<file path="config.mk">
export PLATFORM = sky130hd
export DESIGN_NAME = sprite_pixel_compositor
export DESIGN_NICKNAME = d
export VERILOG_FILES = /design/src/rtl/sprite_pkg.sv /design/src/rtl/sprite_anim_ctr.sv /design/src/rtl/sprite_pixel_compositor.sv
export SDC_FILE = /design/constraint.sdc
export NUM_CORES = 1
export LEC_CHECK = 0
export ABC_AREA = 0
export ABC_CLOCK_PERIOD_IN_PS = 4610
export BUFFER_PORTS_ARGS = -buffer_cell sky130_fd_sc_hd__buf_4
export CORE_AREA = 2 2 191 193
export CTS_CLUSTER_DIAMETER = 200
export DETAILED_ROUTE_END_ITERATION = 12
export DIE_AREA = 0 0 193 195
export PLACE_DENSITY = 0.46
export SETUP_SLACK_MARGIN = 0.15
export SLEW_MARGIN = 10
export SYNTH_ARGS = -nofsm -noshare
export SYNTH_HDL_FRONTEND = slang
export SYNTH_SLANG_ARGS = --single-unit
export TNS_END_PERCENT = 20
</file>
<file path="constraint.sdc">
create_clock -name i_clk -period 4.61 [get_ports i_clk]
set_clock_uncertainty 0.1 [all_clocks]
set_input_delay 0 -clock i_clk [delete_from_list [all_inputs] [get_ports i_clk]]
set_output_delay 0 -clock i_clk [all_outputs]
set_load 0.03 [all_outputs]
</file>
<file path="src/rtl/sprite_pkg.sv">
// Shared types and constants for the sprite pixel compositor.
package sprite_pkg;

  typedef logic [23:0] rgb_t;
  typedef rgb_t palette_t [0:15];

  localparam int unsigned PIX_IDX_W = 4;
  localparam logic [PIX_IDX_W-1:0] TRANSPARENT_IDX = '0;

endpackage

</file>
<file path="src/rtl/sprite_anim_ctr.sv">
// Animation frame counter: steps the frame index once every HOLD enabled ticks, wrapping at N_ANIM.
module sprite_anim_ctr #(
  parameter int unsigned N_ANIM = 4,
  parameter int unsigned HOLD   = 8,
  localparam int unsigned FRAME_W = (N_ANIM > 1) ? $clog2(N_ANIM) : 1,
  localparam int unsigned HOLD_W  = (HOLD > 1) ? $clog2(HOLD) : 1
) (
  input  logic               i_clk,
  input  logic               i_rst_n,
  input  logic               i_tick,
  input  logic               i_en,
  output logic [FRAME_W-1:0] o_frame
);

  logic [HOLD_W-1:0]  hold_q, hold_d;
  logic [FRAME_W-1:0] frame_q, frame_d;

  always_comb begin
    hold_d  = hold_q;
    frame_d = frame_q;
    if (i_tick && i_en) begin
      if (hold_q == HOLD_W'(HOLD - 1)) begin
        hold_d  = '0;
        frame_d = (frame_q == FRAME_W'(N_ANIM - 1)) ? '0 : frame_q + FRAME_W'(1);
      end else begin
        hold_d = hold_q + HOLD_W'(1);
      end
    end
  end

  always_ff @(posedge i_clk or negedge i_rst_n) begin
    if (!i_rst_n) begin
      hold_q  <= '0;
      frame_q <= '0;
    end else begin
      hold_q  <= hold_d;
      frame_q <= frame_d;
    end
  end

  assign o_frame = frame_q;

endmodule

</file>
<file path="src/rtl/sprite_pixel_compositor.sv">
// Per-pixel sprite stage: maps (x,y) into the sprite box, reads the ROM colour index,
// looks it up in the palette and overlays opaque pixels on the background, 2-cycle latency.
module sprite_pixel_compositor
  import sprite_pkg::*;
#(
  parameter int unsigned SPR_W  = 64,
  parameter int unsigned SPR_H  = 64,
  parameter int unsigned N_ANIM = 4,
  parameter int unsigned HOLD   = 8,
  parameter int unsigned X_W    = 10,
  parameter int unsigned Y_W    = 10,
  localparam int unsigned ADDR_W  = $clog2(SPR_W * SPR_H * N_ANIM),
  localparam int unsigned FRAME_W = (N_ANIM > 1) ? $clog2(N_ANIM) : 1
) (
  input  logic                 i_clk,
  input  logic                 i_rst_n,
  input  logic                 i_frame_start,
  input  logic                 i_anim_en,
  input  logic [X_W-1:0]       i_sprite_x,
  input  logic [Y_W-1:0]       i_sprite_y,
  input  logic                 i_flip_h,
  input  logic                 i_pix_valid,
  input  logic [X_W-1:0]       i_pix_x,
  input  logic [Y_W-1:0]       i_pix_y,
  input  logic [23:0]          i_bg_rgb,
  output logic [ADDR_W-1:0]    o_rom_addr,
  input  logic [PIX_IDX_W-1:0] i_rom_data,
  input  palette_t             i_color_map,
  output logic [23:0]          o_rgb,
  output logic                 o_rgb_valid,
  output logic                 o_hit
);

  logic [X_W-1:0]     spr_x_q;
  logic [Y_W-1:0]     spr_y_q;
  logic               flip_q;
  logic [FRAME_W-1:0] frame;

  sprite_anim_ctr #(
    .N_ANIM (N_ANIM),
    .HOLD   (HOLD)
  ) u_anim_ctr (
    .i_clk   (i_clk),
    .i_rst_n (i_rst_n),
    .i_tick  (i_frame_start),
    .i_en    (i_anim_en),
    .o_frame (frame)
  );

  // Shadow regs: pixels on the capture cycle still see the previous values.
  always_ff @(posedge i_clk or negedge i_rst_n) begin
    if (!i_rst_n) begin
      spr_x_q <= '0;
      spr_y_q <= '0;
      flip_q  <= 1'b0;
    end else if (i_frame_start) begin
      spr_x_q <= i_sprite_x;
      spr_y_q <= i_sprite_y;
      flip_q  <= i_flip_h;
    end
  end

  // S0: address math
  logic [X_W-1:0]    dx, col;
  logic [Y_W-1:0]    dy;
  logic              in_box;
  logic [ADDR_W-1:0] base, addr_d;

  always_comb begin
    dx     = i_pix_x - spr_x_q;
    dy     = i_pix_y - spr_y_q;
    // Left/above pixels wrap to large unsigned offsets and fail the compare.
    in_box = (32'(dx) < SPR_W) && (32'(dy) < SPR_H);
    col    = flip_q ? (X_W'(SPR_W - 1) - dx) : dx;
    base   = ADDR_W'(frame) * ADDR_W'(SPR_W * SPR_H);
    // Out-of-box pixels park on the frame base so the address stays in range.
    addr_d = in_box ? (base + ADDR_W'(dy) * ADDR_W'(SPR_W) + ADDR_W'(col)) : base;
  end

  logic [ADDR_W-1:0] rom_addr_q;
  logic              valid_s1_q, in_box_s1_q;
  logic [23:0]       bg_s1_q;

  always_ff @(posedge i_clk or negedge i_rst_n) begin
    if (!i_rst_n) begin
      rom_addr_q  <= '0;
      valid_s1_q  <= 1'b0;
      in_box_s1_q <= 1'b0;
      bg_s1_q     <= '0;
    end else begin
      rom_addr_q  <= addr_d;
      valid_s1_q  <= i_pix_valid;
      in_box_s1_q <= in_box;
      bg_s1_q     <= i_bg_rgb;
    end
  end

  // S2: palette lookup and overlay; o_rgb holds across bubbles.
  logic        hit_d, hit_q, rgb_valid_q;
  logic [23:0] rgb_d, rgb_q;

  always_comb begin
    hit_d = valid_s1_q & in_box_s1_q & (i_rom_data != TRANSPARENT_IDX);
    rgb_d = rgb_q;
    if (valid_s1_q) begin
      rgb_d = hit_d ? i_color_map[i_rom_data] : bg_s1_q;
    end
  end

  always_ff @(posedge i_clk or negedge i_rst_n) begin
    if (!i_rst_n) begin
      hit_q       <= 1'b0;
      rgb_q       <= '0;
      rgb_valid_q <= 1'b0;
    end else begin
      hit_q       <= hit_d;
      rgb_q       <= rgb_d;
      rgb_valid_q <= valid_s1_q;
    end
  end

  assign o_rom_addr  = rom_addr_q;
  assign o_rgb       = rgb_q;
  assign o_rgb_valid = rgb_valid_q;
  assign o_hit       = hit_q;

endmodule
</file>
== Yosys cells after proc, flatten, opt, wreduce, memory -nomap -nowiden ==
Index checks and enable logic that the tools add are counted.

* Word-level logic and storage cells: 39
* Input port bits: 458
* Bits in registers: 92

* Reduce and logical (&&, ||, !) cells: 4
* Eq/ne operators: 2
* Bitwise gates (word level): 3
* Multiplexer cells: 8
* Magnitude comparators: 3
* Add/subtract/negate cells: 7

{| class="wikitable"
|+ Operators with widths
! cell !! number
|-
| binary-select mux 24 bit (select 4 bit) || 1
|-
| two-way mux 24 bit || 3
|-
| less-than comparator 10 x 7 -> 1 bit (second input constant) || 2
|-
| subtractor 10 bit || 2
|-
| adder 14 x 10 -> 14 bit || 1
|-
| adder 14 bit || 1
|-
| two-way mux 14 bit || 1
|-
| two-way mux 10 bit || 1
|-
| subtractor 6 x 10 -> 10 bit (first input constant) || 1
|-
| >= comparator 5 bit (second input constant) || 1
|-
| inverter 4 -> 5 bit || 1
|-
| nonzero test 4 bit || 1
|-
| adder 3 x 1 -> 3 bit (second input constant) || 1
|-
| == test 3 bit (second input constant) || 1
|-
| two-way mux 3 bit || 1
|-
| adder 2 x 1 -> 2 bit (second input constant) || 1
|-
| bitwise AND 1 bit || 2
|-
| == test 2 bit (second input constant) || 1
|-
| logical AND 1 bit || 2
|-
| two-way mux 2 bit || 1
|-
| AND reduction 2 bit || 1
|}

== Longest topological paths before layout ==
* Depth after elaboration: 5
* Mapped depth: 20
* Gate-level depth less buffers: 20

== By module ==
From an unflattened synthesis, not the netlist that was laid out.

* Cell total of the unflattened synthesis: 575
* Area total of the unflattened synthesis: 7,362.1 µm²

{| class="wikitable"
|+ Modules (own cells, without submodules)
! module !! area an instance (µm²) !! times used !! cells an instance !! seq. area each (µm²)
|-
| sprite_pixel_compositor || 7,126.8 || 1 || 558 || 2,177.1
|-
| sprite_anim_ctr || 235.2 || 1 || 17 || 125.1
|}

== Worst setup path after synthesis ==
Ideal clock, no wire load.

* Path kind: register to register
* Start point: register spr_x_q[0]
* End point: register rom_addr_q[12], in the netlist o_rom_addr[12]
* Clock period less this slack: 3,689 ps
* Cell stages (with the launch flop): 19
* Slack: 921 ps
* Data arrival time: 3,461 ps
* Buffers on the path: 0
* Path through: dfrtp_1 > ha_1 > fa_1 > nand2b_1 > a21oi_1 > o21a_1 > nor2_1 > xnor2_1 > inv_1 > ha_1 > nand2_1 > o21ai_0 > fa_1 > a21o_1 > a21oi_1 > nor2_1 > nand2_1 > xnor2_1 > mux2_1

* Longest elaborated chain between the ends: 5

{| class="wikitable"
|+ RTL lines
! what !! line !! RTL
|-
| from (decl) || sprite_pixel_compositor.sv:34 || <nowiki>logic [X_W-1:0] spr_x_q;</nowiki>
|-
| from (signal assigned) || sprite_pixel_compositor.sv:57 || <nowiki>spr_x_q <= i_sprite_x;</nowiki>
|-
| subtractor 10 bit * || sprite_pixel_compositor.sv:70 || <nowiki>dx = i_pix_x - spr_x_q;</nowiki>
|-
| subtractor 6 x 10 -> 10 bit || sprite_pixel_compositor.sv:74 || <nowiki>col = flip_q ? (X_W'(SPR_W - 1) - dx) : dx;</nowiki>
|-
| two-way mux 10 bit || sprite_pixel_compositor.sv:74 ||
|-
| adder 14 x 10 -> 14 bit || sprite_pixel_compositor.sv:77 || <nowiki>addr_d = in_box ? (base + ADDR_W'(dy) * ADDR_W'(SPR_W) + ADDR_W'(col)) : base;</nowiki>
|-
| two-way mux 14 bit * || sprite_pixel_compositor.sv:77 ||
|-
| named net addr_d[12] || sprite_pixel_compositor.sv:67 || <nowiki>logic [ADDR_W-1:0] base, addr_d;</nowiki>
|-
| to (signal assigned) || sprite_pixel_compositor.sv:91 || <nowiki>rom_addr_q <= addr_d;</nowiki>
|-
| to (decl) || sprite_pixel_compositor.sv:80 || <nowiki>logic [ADDR_W-1:0] rom_addr_q;</nowiki>
|}

The timed path passes the listed nets; every way through them passes the cells marked *.
A chain may end at the register's enable or synchronous reset.

== Final worst setup path ==
Ends and elaborated chain as after synthesis.

==> metrics list <==
- Sequential cell area in the final layout: 2300 um2
- Final period util: 88.6%
- Top cells by instance count after synthesis: sky130_fd_sc_hd__dfrtp_1, sky130_fd_sc_hd__mux2i_1, sky130_fd_sc_hd__nor2_1, sky130_fd_sc_hd__a221oi_1, sky130_fd_sc_hd__mux4_2
- TritonCTS built the clock tree.
* Clock buffer count from CTS: 9
- In this run, synthesis inferred 0 flip-flops with an integrated enable.
- The first routing iteration left 387 violations.
* Drt first pass iters: 4
* CP top delay family: adder cells
- Top Ports: 498
* Largest fanout on the critical path: 3
* Drt via density: 4.67
- Sink count of the clock tree: 92
- After synthesis, the netlist uses 57 different library cells.
- Post-DP HPWL: 30.8 mm
- Final TNS setup: 0 ns
- Detailed routing inserted a total of 8080 vias.
- Post-synthesis cell count: 729
- STA puts the critical path data arrival time at 4.23 ns.
- In this run the critical register-to-register path is launched from spr_x_q[0].
- For flop-to-flop paths, the worst setup slack is 0.52 ns.
- Post-synthesis async set-or-reset flop share: 100%
- In the final layout, the share of cells above drive strength 1 is 48.8%.
- Leakage power total: 6.08 nW
* Slew Limit Fails: 0
- Clock-pin slew was measured on the worst setup and hold paths at 0.07 ns.
- In this run the tightest slew margin relative to its limit is 36.5%.
- Of all cell types, the one taking the most synthesized area is sky130_fd_sc_hd__dfrtp_1.
- CTS Root Buffer Type: sky130_fd_sc_hd__clkbuf_16
- Final hold violation count: 0
- STA puts the critical path data required time at 4.75 ns.
* Cell depth of the worst hold path: 3
- Measured along the x axis, the die boundary spans 193 um.
- Vertical die dimension: 195 um
* Sequential share of the synthesized area: 30.2%
* Top post-synthesis cells by area: sky130_fd_sc_hd__dfrtp_1, sky130_fd_sc_hd__mux4_2, sky130_fd_sc_hd__mux2i_1
* Number of nets with antenna violations after routing: 0
* Worst min-delay path endpoint: spr_x_q[6]
- IR drop worst, VDD: 149 uV
- After detailed routing, the number of remaining DRC violations is 0.
* Depth of the most critical reg-to-reg path: 18
- Initial antenna violation count: 5
- The worst setup path is launched from a register.
* Achievable Freq: 245 MHz
- Final setup margin: 0.524 ns
* CTS Buffer Depth: 2
- The path class of the tightest hold or removal check is in -> reg.
- Via count of the first global-routing pass: 8167
- Setup violations remaining at the end of the flow were counted as 0.
- Initial Util: 21.5%
- The area growth from synthesis to layout is 67.7%.
* WL final: 37.3 mm
- Cts repair resizes: 0
- Dominant register cell in the synthesized netlist: sky130_fd_sc_hd__dfrtp_1
* Multi-input gate area: 4980 um2
* Number of max-cap violations: 0
* Die outline area: 37600 um2
- Setup repair after global routing left no endpoint under its margin.
- Post-Synthesis Cell Area: 7620 um2
* Total power divided by cell area: 237 nW/um2
- Fill cells in the final layout number 3623.
- Entering global routing, the biggest net connects 76 pins.
- In this run the standard cell core region covers 35400 um2.
* Cell with the biggest individual delay on the critical path: sky130_fd_sc_hd__fa_1
* Critical Path Max Stage Delay: 0.51 ns
* Number of buffer and inverter instances along the worst setup path: 1
- Cell with the most instances after synthesis: sky130_fd_sc_hd__dfrtp_1
* Skew-Pair Late Insertion Delay: 0.35 ns
- Mean cell area of the mapped netlist: 10.5 um2
- Ordered cell list for the critical path: ha_1 -> fa_1 -> nand2b_1 -> a21oi_1 -> o21a_1 -> nor2_1 -> xnor2_1 -> inv_1 -> ha_1 -> nand2_1 -> o21ai_0 -> fa_1 -> a21o_1 -> a21oi_1 -> nor2_1 -> nand2_1 -> xnor2_1 -> mux2_1
- Before CTS, the worst setup slack after placement is 0.508 ns.
- For this run, the number of Yosys warnings is 0.
* FP Rows: 69
* Net count after synthesis: 1217
* Drt wl/cell: 21.5 um
- Worst Tran Pin Value: 0.950 ns
- Total chip power: 3.03 mW
- Input and output buffers added on the ports amount to 492.
* Post-layout net count: 1749
* Hold Crit Start: i_frame_start
* Reg-to-Reg End: o_rom_addr[12]
- Weighted congestion reported at the end of routability-driven placement: 0.866
- Run status: completed
* Critical path type: reg -> reg
* Kind of end point of the critical path: register
- Wire length of the first global-routing pass: 51.4 mm
- H-tree levels: 3
- Yosys top cell area share: 30.2%
* Overall overflow remaining after global route: 0
* Synth Register Bits: 92
- Global routing used 18.7% of the available tracks across all layers.
- The smallest clock period supported by the final layout is computed as 4.09 ns.
-- stage by stage --
step	std cells	instance area [um2]	util, %	hold slack (ns)
2_1_floorplan	729	7620	-	-0.396
3_3_place_gp	1640	11800	33.2	-0.0366
3_5_place_dp	1640	11800	33.2	-0.0320
4_1_cts	1727	12800	36.1	0.00124
5_1_grt	1730	12800	36.1	0.0452
6_report	1730	12800	36.1	0.00947
-- flip-flops by register name, indices dropped and copies added, names as in the netlist --
signal	cells
bg_s1_q	24
o_rgb	24
o_rom_addr	14
spr_x_q	10
spr_y_q	10
u_anim_ctr.hold_q	3
u_anim_ctr.o_frame	2
flip_q	1
in_box_s1_q	1
o_hit	1
o_rgb_valid	1
valid_s1_q	1
-- worst max-delay path by stage --
stage,startpoint,endpoint,slack (ns),cells after the start
floorplan,spr_x_q[0],o_rom_addr[12],0.92,18
global placement,spr_x_q[0],o_rom_addr[12],0.59,18
detailed placement,spr_x_q[0],o_rom_addr[12],0.51,18
CTS,spr_x_q[0],o_rom_addr[12],0.49,18
global route,spr_x_q[0],o_rom_addr[12],0.25,18
finish,spr_x_q[0],o_rom_addr[12],0.52,18
-- power by group --
group,switching (mW),internal [mW],total [mW]
sequential,0.0410,0.885,0.926
combinational,0.618,0.699,1.32
clock,0.335,0.451,0.786
-- area by class of cell --
type,count,area share (%)
Clock inverter,5,0.470
Multi-Input combinational cell,554,38.9
Sequential cell,92,18.0
Clock buffer,11,1.98
Timing Repair Buffer,574,35.2
Inverter,30,0.881
Tap cell,461,4.51
Antenna cell,3,0.0587
-- worst min-delay path, cell delays in order --
cell and delay (ns):
sky130_fd_sc_hd__buf_4 0.22, sky130_fd_sc_hd__nand2_1 0.10, sky130_fd_sc_hd__o21ai_0 0.07
-- layout by cell type, fill, tap and decap left out, types with 3 or more instances in the layout --
| cell type | count |
|---|---|
| sky130_fd_sc_hd__a211oi_1 | 7 |
| sky130_fd_sc_hd__a21o_1 | 8 |
| sky130_fd_sc_hd__a21oi_1 | 21 |
| sky130_fd_sc_hd__a221oi_1 | 63 |
| sky130_fd_sc_hd__a22oi_1 | 5 |
| sky130_fd_sc_hd__and2_1 | 3 |
| sky130_fd_sc_hd__buf_4 | 502 |
| sky130_fd_sc_hd__clkbuf_16 | 9 |
| sky130_fd_sc_hd__clkbuf_8 | 3 |
| sky130_fd_sc_hd__dfrtp_1 | 92 |
| sky130_fd_sc_hd__diode_2 | 3 |
| sky130_fd_sc_hd__dlygate4sd3_1 | 71 |
| sky130_fd_sc_hd__fa_1 | 3 |
| sky130_fd_sc_hd__ha_1 | 27 |
| sky130_fd_sc_hd__inv_1 | 28 |
| sky130_fd_sc_hd__mux2_2 | 32 |
| sky130_fd_sc_hd__mux2i_1 | 82 |
| sky130_fd_sc_hd__mux4_2 | 53 |
| sky130_fd_sc_hd__nand2_1 | 45 |
| sky130_fd_sc_hd__nand2b_1 | 7 |
| sky130_fd_sc_hd__nand3_1 | 7 |
| sky130_fd_sc_hd__nor2_1 | 72 |
| sky130_fd_sc_hd__nor2b_1 | 5 |
| sky130_fd_sc_hd__nor3_1 | 4 |
| sky130_fd_sc_hd__o211ai_1 | 5 |
| sky130_fd_sc_hd__o21a_1 | 3 |
| sky130_fd_sc_hd__o21ai_0 | 42 |
| sky130_fd_sc_hd__or2_2 | 3 |
| sky130_fd_sc_hd__xnor2_1 | 13 |
| sky130_fd_sc_hd__xor2_1 | 8 |
-- per-layer routing --
metal	track usage [%]	routed length (um)
met2	32.5	18800
met5	0	27
met1	23.3	15100
met3	3.97	2640
met4	5.30	708
-- logic make-up after synthesis --
group	count (synthesis)	synth area share, %
AO/OA/AOI/OAI	176	16.7
XOR/XNOR	21	2.41
adder cells (fa/ha/maj)	30	5.22
buffers and inverters	83	4.86
flip-flops	92	30.2
multiplexers	168	31.3
AND/OR/NAND/NOR	159	9.32
-- repair_timing --
| action | 4_1_cts | 5_1_grt |
|---|---|---|
| buffers inserted | 0 | 0 |
| endpoints found under the hold margin | 95 | 0 |
| hold buffers | 71 | 0 |
No activity file was read; power rests on OpenSTA's default activity.
